==> config.mk <==
export PLATFORM = sky130hd
export DESIGN_NAME = rf_wb_arbiter
export DESIGN_NICKNAME = d
export VERILOG_FILES = /design/src/rtl/rf_wb_arbiter.sv
export SDC_FILE = /design/constraint.sdc
export NUM_CORES = 1
export LEC_CHECK = 0
export CAP_MARGIN = 20
export CORE_MARGIN = 2
export CORE_UTILIZATION = 40
export DETAILED_ROUTE_END_ITERATION = 8
export GPL_TIMING_DRIVEN = 0
export PLACE_DENSITY = 0.67
export SLEW_MARGIN = 10
export SYNTH_ARGS = -nofsm -noshare
export SYNTH_HDL_FRONTEND = slang
export SYNTH_SLANG_ARGS = --single-unit
==> constraint.sdc <==
create_clock -name clk -period 11.51 [get_ports clk]
set_input_delay 1.151 -clock clk [delete_from_list [all_inputs] [get_ports clk]]
set_output_delay 1.151 -clock clk [all_outputs]
set_load 0.005 [all_outputs]
==> src/rtl/rf_wb_arbiter.sv <==
// -----------------------------------------------------------------------------
// rf_wb_arbiter
//
// Purpose:
//   Shares the single register-file write port between two writeback sources.
//   Port A (ALU pipe) and port B (LSU / multi-cycle unit) each feed a one-entry
//   holding register through a valid/ready handshake. A round-robin grant picks
//   one valid hold per cycle and loads a registered write stage that drives the
//   regfile write enable/address/data. Writes to x0 complete their handshake
//   but never raise the write enable. A pending-write mask lets decode stall on
//   registers whose writes are still in flight, and a saturating counter
//   tracks how often both sources compete.
//
// Ports:
//   clk, rst                      clock (rising edge) / async active-high reset
//   a_valid, a_ready              port A handshake
//   a_waddr, a_wdata              port A destination register and data
//   b_valid, b_ready              port B handshake
//   b_waddr, b_wdata              port B destination register and data
//   rf_wen, rf_waddr, rf_wdata    registered regfile write port
//   pend_mask                     bit i set while a write to reg i is in flight
//   clr_cnt                       synchronous clear of conflict_cnt
//   conflict_cnt                  saturating count of cycles with both holds valid
// -----------------------------------------------------------------------------
module rf_wb_arbiter #(
  parameter int DATA_W = 32,
  parameter int ADDR_W = 5,
  parameter int CNT_W  = 16
) (
  input  logic                     clk,
  input  logic                     rst,
  input  logic                     a_valid,
  output logic                     a_ready,
  input  logic [ADDR_W-1:0]        a_waddr,
  input  logic [DATA_W-1:0]        a_wdata,
  input  logic                     b_valid,
  output logic                     b_ready,
  input  logic [ADDR_W-1:0]        b_waddr,
  input  logic [DATA_W-1:0]        b_wdata,
  output logic                     rf_wen,
  output logic [ADDR_W-1:0]        rf_waddr,
  output logic [DATA_W-1:0]        rf_wdata,
  output logic [(1<<ADDR_W)-1:0]   pend_mask,
  input  logic                     clr_cnt,
  output logic [CNT_W-1:0]         conflict_cnt
);

  localparam int NREG = 1 << ADDR_W;

  logic              holdVldA_q, holdVldA_d;
  logic [ADDR_W-1:0] holdAddrA_q, holdAddrA_d;
  logic [DATA_W-1:0] holdDataA_q, holdDataA_d;
  logic              holdVldB_q, holdVldB_d;
  logic [ADDR_W-1:0] holdAddrB_q, holdAddrB_d;
  logic [DATA_W-1:0] holdDataB_q, holdDataB_d;

  // 1 when port B received the most recent grant; the other port wins the next tie.
  logic              lastGrantB_q, lastGrantB_d;

  logic              rfWen_q, rfWen_d;
  logic [ADDR_W-1:0] rfWaddr_q, rfWaddr_d;
  logic [DATA_W-1:0] rfWdata_q, rfWdata_d;
  logic [CNT_W-1:0]  conflictCnt_q, conflictCnt_d;

  logic              grantA, grantB, grantAny;
  logic              acceptA, acceptB;
  logic [ADDR_W-1:0] winAddr;
  logic [DATA_W-1:0] winData;
  logic [NREG-1:0]   pendMask;

  // Round-robin grant: a lone valid hold always wins, a tie goes to the port
  // that did not win last time.
  always_comb begin
    grantA   = holdVldA_q & (~holdVldB_q | lastGrantB_q);
    grantB   = holdVldB_q & (~holdVldA_q | ~lastGrantB_q);
    grantAny = grantA | grantB;
    winAddr  = grantA ? holdAddrA_q : holdAddrB_q;
    winData  = grantA ? holdDataA_q : holdDataB_q;
  end

  // A hold can take a new entry in the same cycle its current entry drains,
  // which is what allows a single port to stream one write per cycle.
  assign a_ready = ~holdVldA_q | grantA;
  assign b_ready = ~holdVldB_q | grantB;
  assign acceptA = a_valid & a_ready;
  assign acceptB = b_valid & b_ready;

  // Next-state for holds, grant history, write stage and conflict counter.
  always_comb begin
    holdVldA_d    = holdVldA_q;
    holdAddrA_d   = holdAddrA_q;
    holdDataA_d   = holdDataA_q;
    holdVldB_d    = holdVldB_q;
    holdAddrB_d   = holdAddrB_q;
    holdDataB_d   = holdDataB_q;
    lastGrantB_d  = lastGrantB_q;
    rfWaddr_d     = rfWaddr_q;
    rfWdata_d     = rfWdata_q;
    conflictCnt_d = conflictCnt_q;

    if (acceptA) begin
      holdVldA_d  = 1'b1;
      holdAddrA_d = a_waddr;
      holdDataA_d = a_wdata;
    end else if (grantA) begin
      holdVldA_d  = 1'b0;
    end

    if (acceptB) begin
      holdVldB_d  = 1'b1;
      holdAddrB_d = b_waddr;
      holdDataB_d = b_wdata;
    end else if (grantB) begin
      holdVldB_d  = 1'b0;
    end

    if (grantAny) begin
      lastGrantB_d = grantB;
      rfWaddr_d    = winAddr;
      rfWdata_d    = winData;
    end

    // x0 writes drain through the arbiter but are dropped here.
    rfWen_d = grantAny & (winAddr != '0);

    if (clr_cnt) begin
      conflictCnt_d = '0;
    end else if (holdVldA_q & holdVldB_q & (conflictCnt_q != '1)) begin
      conflictCnt_d = conflictCnt_q + CNT_W'(1);
    end
  end

  // State registers; reset discards any held or staged write.
  always_ff @(posedge clk or posedge rst) begin
    if (rst) begin
      holdVldA_q    <= 1'b0;
      holdAddrA_q   <= '0;
      holdDataA_q   <= '0;
      holdVldB_q    <= 1'b0;
      holdAddrB_q   <= '0;
      holdDataB_q   <= '0;
      lastGrantB_q  <= 1'b1;
      rfWen_q       <= 1'b0;
      rfWaddr_q     <= '0;
      rfWdata_q     <= '0;
      conflictCnt_q <= '0;
    end else begin
      holdVldA_q    <= holdVldA_d;
      holdAddrA_q   <= holdAddrA_d;
      holdDataA_q   <= holdDataA_d;
      holdVldB_q    <= holdVldB_d;
      holdAddrB_q   <= holdAddrB_d;
      holdDataB_q   <= holdDataB_d;
      lastGrantB_q  <= lastGrantB_d;
      rfWen_q       <= rfWen_d;
      rfWaddr_q     <= rfWaddr_d;
      rfWdata_q     <= rfWdata_d;
      conflictCnt_q <= conflictCnt_d;
    end
  end

  // Pending mask covers both holds and the write stage; x0 is never pending.
  always_comb begin
    pendMask = '0;
    if (holdVldA_q) pendMask[holdAddrA_q] = 1'b1;
    if (holdVldB_q) pendMask[holdAddrB_q] = 1'b1;
    if (rfWen_q)    pendMask[rfWaddr_q]   = 1'b1;
    pendMask[0] = 1'b0;
  end

  assign pend_mask    = pendMask;
  assign rf_wen       = rfWen_q;
  assign rf_waddr     = rfWaddr_q;
  assign rf_wdata     = rfWdata_q;
  assign conflict_cnt = conflictCnt_q;

endmodule
-- Word-level counts from Yosys, hierarchy flattened
Index checks and enable logic that the tools add are counted.
- output and inout bits: 88
- register bits after elaboration: 131
- logic and storage cells: 60
- $lt $le $gt $ge: 6
- reduce and logical (&&, ||, !) cells: 7
- bitwise operators: 17
- muxes and demuxes: 17
- add/subtract/negate cells: 1
- equality and inequality tests: 1
- operators with widths (kind ; number):
    $mux W32 ; 4
    $or A32 B32 Y32 ; 2
    $mux W16 ; 2
    $lt A5 B6 Y1 const B ; 3
    $add A16 B1 Y16 const B ; 1
    $ne A16 B16 Y1 const B ; 1
    $demux W1 S5 ; 3
    $ge A5 B1 Y1 const B ; 3
    $and A1 B1 Y1 ; 7
    $mux W1 ; 7
    $reduce_bool A2 Y1 ; 3
    $mux W5 ; 1
    $or A1 B1 Y1 ; 5
    $reduce_bool A5 Y1 ; 1
    $logic_and A1 B1 Y1 ; 3
    $not A1 Y1 ; 3

-- Depth between registers and ports, before layout
- depth in word-level cells: 9
- depth in mapped cells: 7

-- Worst setup path after synthesis
OpenSTA, ideal clock, no wires.
- path kind: register -> output
- start point: register holdVldA_q
- end point: output port pend_mask[27]
- arrival: 1216 ps
- path slack: 9143 ps
- path buffers: 2
- cell stages (with the launch flop): 6
- path through: dfrtp_1 buf_4 and3_1 clkbuf_1 a222oi_1 inv_1
- cells in the longest elaborated chain, start to end: 5
- RTL lines (what ; RTL line ; source):
    start: declaration ; 50 ; logic holdVldA_q, holdVldA_d;
    start signal: assignment ; 148 ; holdVldA_q <= holdVldA_d;
    $mux W32 (*) ; 165 ; if (holdVldA_q) pendMask[holdAddrA_q] = 1'b1;
    $or A32 B32 Y32 (no source line) ; - ;
    $mux W32 (*) ; 166 ; if (holdVldB_q) pendMask[holdAddrB_q] = 1'b1;
    $or A32 B32 Y32 (no source line) ; - ;
    $mux W32 (*) ; 167 ; if (rfWen_q) pendMask[rfWaddr_q] = 1'b1;
    end: declaration ; 43 ; output logic [(1<<ADDR_W)-1:0] pend_mask,
Every way passes the cells marked *; elsewhere a longest branch is shown, timed or not.

-- Worst setup path in the final report
- start point: register holdVldB_q
- end point: output port pend_mask[4]
- cells in the longest elaborated chain, start to end: 3
- RTL lines (what ; RTL line ; source):
    start: declaration ; 53 ; logic holdVldB_q, holdVldB_d;
    start signal: assignment ; 151 ; holdVldB_q <= holdVldB_d;
    $mux W32 (*) ; 166 ;
    $or A32 B32 Y32 (no source line) ; - ;
    $mux W32 (*) ; 167 ;
Marks and branches as above.

==> impl_summary.log <==
[metrics] Filler cells: 1,332
[metrics] detailed placement HPWL: 12.50 mm
[metrics] flop2flop setup slack: 9.49 ns
[metrics] Worst Max-Slew Pin Slew: 1.037 ns
[metrics] RSZ-0062 raised after global routing: no
[metrics] power density over the cells: 213.8 mW/mm²
[metrics] setup TNS: 0 ns
[metrics] post-layout min period: 3.756 ns
[metrics] synthesized cell area: 0.006541 mm²
[metrics] growth of design area from synthesis to finish: 38.37%
[metrics] worst-case headroom to the max-slew limit: 0.3070
[metrics] share of post-route cells with drive strength above 1: 0.1780
[metrics] top flip-flop cell by instance count after synthesis: dfrtp_1
[metrics] post-route clock period utilization: 0.3263
[metrics] max-cap viol count: 0
[metrics] die extent in y: 131.9 µm
[metrics] Resized cells post-CTS: 0
[metrics] initial detailed-routing violation count: 310
[metrics] Worst Path Arrival: 2.60 ns
[metrics] number of buffers on the longest clock path: 2
[metrics] global-route wire length before repair: 28.41 mm
[metrics] gr ovfl total: 0
[metrics] placement row count: 46
[metrics] post-route cell area: 0.009051 mm²
[metrics] number of enable-type register cells in the synthesized netlist: 0
[metrics] ANT cells: 0
[metrics] P_leak: 4.141 nW
[metrics] clock net sink count: 131
[metrics] multi-input gate area in the final layout: 0.003022 mm²
[metrics] effective utilization at floorplan: 0.4103
[metrics] critical path start-end classification: register to output pin
[metrics] antenna violations before repair: 0
[metrics] achievable frequency: 266.2 MHz
[metrics] input/output buffers: 165
[metrics] post-synthesis average cell area: 11.76 µm²
[metrics] post-layout utilization of the core: 0.5677
[metrics] maximum fanout encountered on the critical timing path: 10
[metrics] IO Count: 167
[metrics] number of search-and-repair iterations in the first detailed-routing pass: 5
[metrics] post-layout total power: 1.935 mW
[metrics] flop and latch count out of synthesis: 131
[metrics] maximum number of pins on one net before global-route repair: 73
[metrics] core outline area: 0.01594 mm²
[metrics] path type of the worst min-delay path: register to register
[metrics] area of all sequential standard cells: 0.003279 mm²
[metrics] Avg WL per Cell: 18.06 µm
[metrics] Post-CTS Hold Fix Bufs: 0
[metrics] Syn Inst Count: 556
[metrics] startpoint types: register
[metrics] asr flop ratio synth: 1.000
[metrics] GRT Total Usage: 0.2025
[metrics] Finish-stage setup viols: 0
[metrics] antenna-violating nets left: 0
[metrics] routability cong.: 0.8817
[metrics] Worst-Skew Late Latency: 0.41 ns
[metrics] TritonCTS clock tree: yes
[metrics] Setup crit end kind: output pin
[metrics] Max VDD drop: 119.3 µV
[metrics] Req. time, crit path: 10.36 ns
[metrics] Max Clock Skew: 0.007299 ns
[metrics] number of distinct library cells after synthesis: 46
[metrics] cell chosen for the clock root: clkbuf_16
[metrics] post-DR vias/cell: 5.268
[metrics] clock buffer count from CTS: 17
[metrics] nets@finish: 821
[metrics] count of buffers added by post-CTS timing repair for setup: 0
[metrics] Post-DP Area: 0.008496 mm²
[metrics] Yosys Warn Count: 0
[metrics] remaining routing DRC violations: 0
[metrics] clock transition time at the flip-flop clock pins of the worst setup and hold paths: 0.05 ns
[metrics] vias in the first global route: 5,260
[metrics] number of nets in the synthesized netlist: 636
[metrics] sequential element share of the synthesized area: 0.5013
[metrics] final hold viol count: 0
[metrics] floorplan die area: 0.01739 mm²
[metrics] total detailed-routing wirelength: 17.50 mm
[metrics] die outline width: 131.9 µm
[metrics] H-Tree Depth: 4
[metrics] via count of the routed design: 5,105
[metrics] Pins Over Slew Limit: 0
[metrics] status: complete, no violations
==> cells in the final DEF (no fill, tap or decap), drive strengths merged, types with 8 or more instances in the layout <==
| master | instances |
|---|---|
| clkdlybuf4s50 | 165 |
| dfrtp | 130 |
| nand2 | 80 |
| mux2 | 78 |
| clkbuf | 45 |
| a22o | 32 |
| a21o | 32 |
| a22oi | 29 |
| nor2 | 20 |
| buf | 16 |
| a21oi | 13 |
| nor3b | 13 |
| o21ai | 11 |
| and3 | 8 |
==> state kept, by name, summed over array words and instances (netlist names) <==
signal / count
conflict_cnt: 16
holdAddrA_q: 5
holdAddrB_q: 5
holdDataA_q: 32
holdDataB_q: 32
holdVldA_q: 1
holdVldB_q: 1
lastGrantB_q: 1
rf_waddr: 5
rf_wdata: 32
rf_wen: 1
==> cell usage after synthesis (2+ instances only) <==
cell | count | share of area
dfrtp_1 | 130 | 0.50
nand2_1 | 75 | 0.043
mux2_4 | 60 | 0.14
a21o_1 | 32 | 0.037
a22o_1 | 32 | 0.043
a22oi_1 | 29 | 0.033
clkbuf_1 | 23 | 0.013
nor2_1 | 20 | 0.011
mux2_2 | 18 | 0.031
a21oi_1 | 13 | 0.0099
nor3b_1 | 13 | 0.015
o21ai_0 | 11 | 0.0084
and3_1 | 7 | 0.0067
buf_6 | 7 | 0.012
and3b_1 | 6 | 0.0080
mux2i_1 | 6 | 0.0092
nand4_1 | 6 | 0.0057
nor3_1 | 6 | 0.0046
nand2_4 | 5 | 0.0086
or3_1 | 5 | 0.0048
a311oi_1 | 4 | 0.0054
and4_1 | 4 | 0.0054
buf_4 | 4 | 0.0046
nand2b_1 | 4 | 0.0038
nand3_1 | 4 | 0.0031
nor2b_1 | 4 | 0.0038
and2_1 | 3 | 0.0029
buf_2 | 3 | 0.0023
inv_1 | 3 | 0.0017
a222oi_1 | 2 | 0.0031
a31oi_1 | 2 | 0.0019
==> cells by family (layout without fill, tap and decap cells) <==
family / Yosys count / after routing / share of synthesized area
DFF: 131 / 131 / 0.5013
and+or+nand+nor: 168 / 168 / 0.1348
other: 1 / 1 / 0.0005733
AOI/OAI and AO/OA: 129 / 129 / 0.1467
adders and majority gates: 1 / 1 / 0.001912
muxes: 84 / 84 / 0.1779
buffers and inverters: 42 / 239 / 0.03672
==> critical path, cell delays in order, from the launching register on <==
cell	delay, ns
dfrtp_1	0.32
buf_4	0.16
nor3b_1	0.82
a22oi_1	0.23
nand2_1	0.14
clkdlybuf4s50_1	0.53
==> metal layers <==
metal / up-vias / GRT usage / routed length [µm]
li1: 2400 / - / -
met1: 2463 / 0.2667 / 7757
met2: 228 / 0.3197 / 8091
met3: 14 / 0.06882 / 1500
met4: 0 / 0.05495 / 151
met5: - / 0 / 0
==> power by group <==
part | switching, mW | internal [mW]
registers | 0.0947 | 0.603
logic | 0.315 | 0.419
clock network | 0.192 | 0.312
==> metrics by stage <==
stage | std cells | hold slack [ns] | setup slack [ns]
floorplan | 556 | 0.4435 | 6.863
global placement | 937 | 0.4550 | 5.222
detailed placement | 938 | 0.4672 | 8.221
CTS | 969 | 0.4809 | 7.777
global route | 969 | 0.5040 | 7.601
finish | 969 | 0.4819 | 7.754
==> final cells by class <==
cell class / count / share of cell area
tap: 216 / 0.02986
multi-input combinational: 383 / 0.3338
clock buffer: 22 / 0.05239
clock inverter: 9 / 0.008985
buffer: 38 / 0.02488
sequential: 131 / 0.3623
inverter: 4 / 0.002212
timing repair buffer: 166 / 0.1855
==> worst paths after layout <==
kind,start,to,depth (start not counted)
max,holdVldB_q$_DFFE_PP0P_,pend_mask[4],5
min,holdDataB_q[21]$_DFFE_PP0P_,rf_wdata[21]$_DFFE_PP0P_,1
max reg2reg,conflict_cnt[0]$_DFFE_PP0P_,conflict_cnt[12]$_DFFE_PP0P_,5
min reg2reg,holdDataB_q[21]$_DFFE_PP0P_,rf_wdata[21]$_DFFE_PP0P_,1
max in group asynchronous,rst,lastGrantB_q$_DFFE_PP1P_,3
min in group asynchronous,rst,rf_wdata[13]$_DFFE_PP0P_,2
No activity file was read; power rests on OpenSTA's default activity.
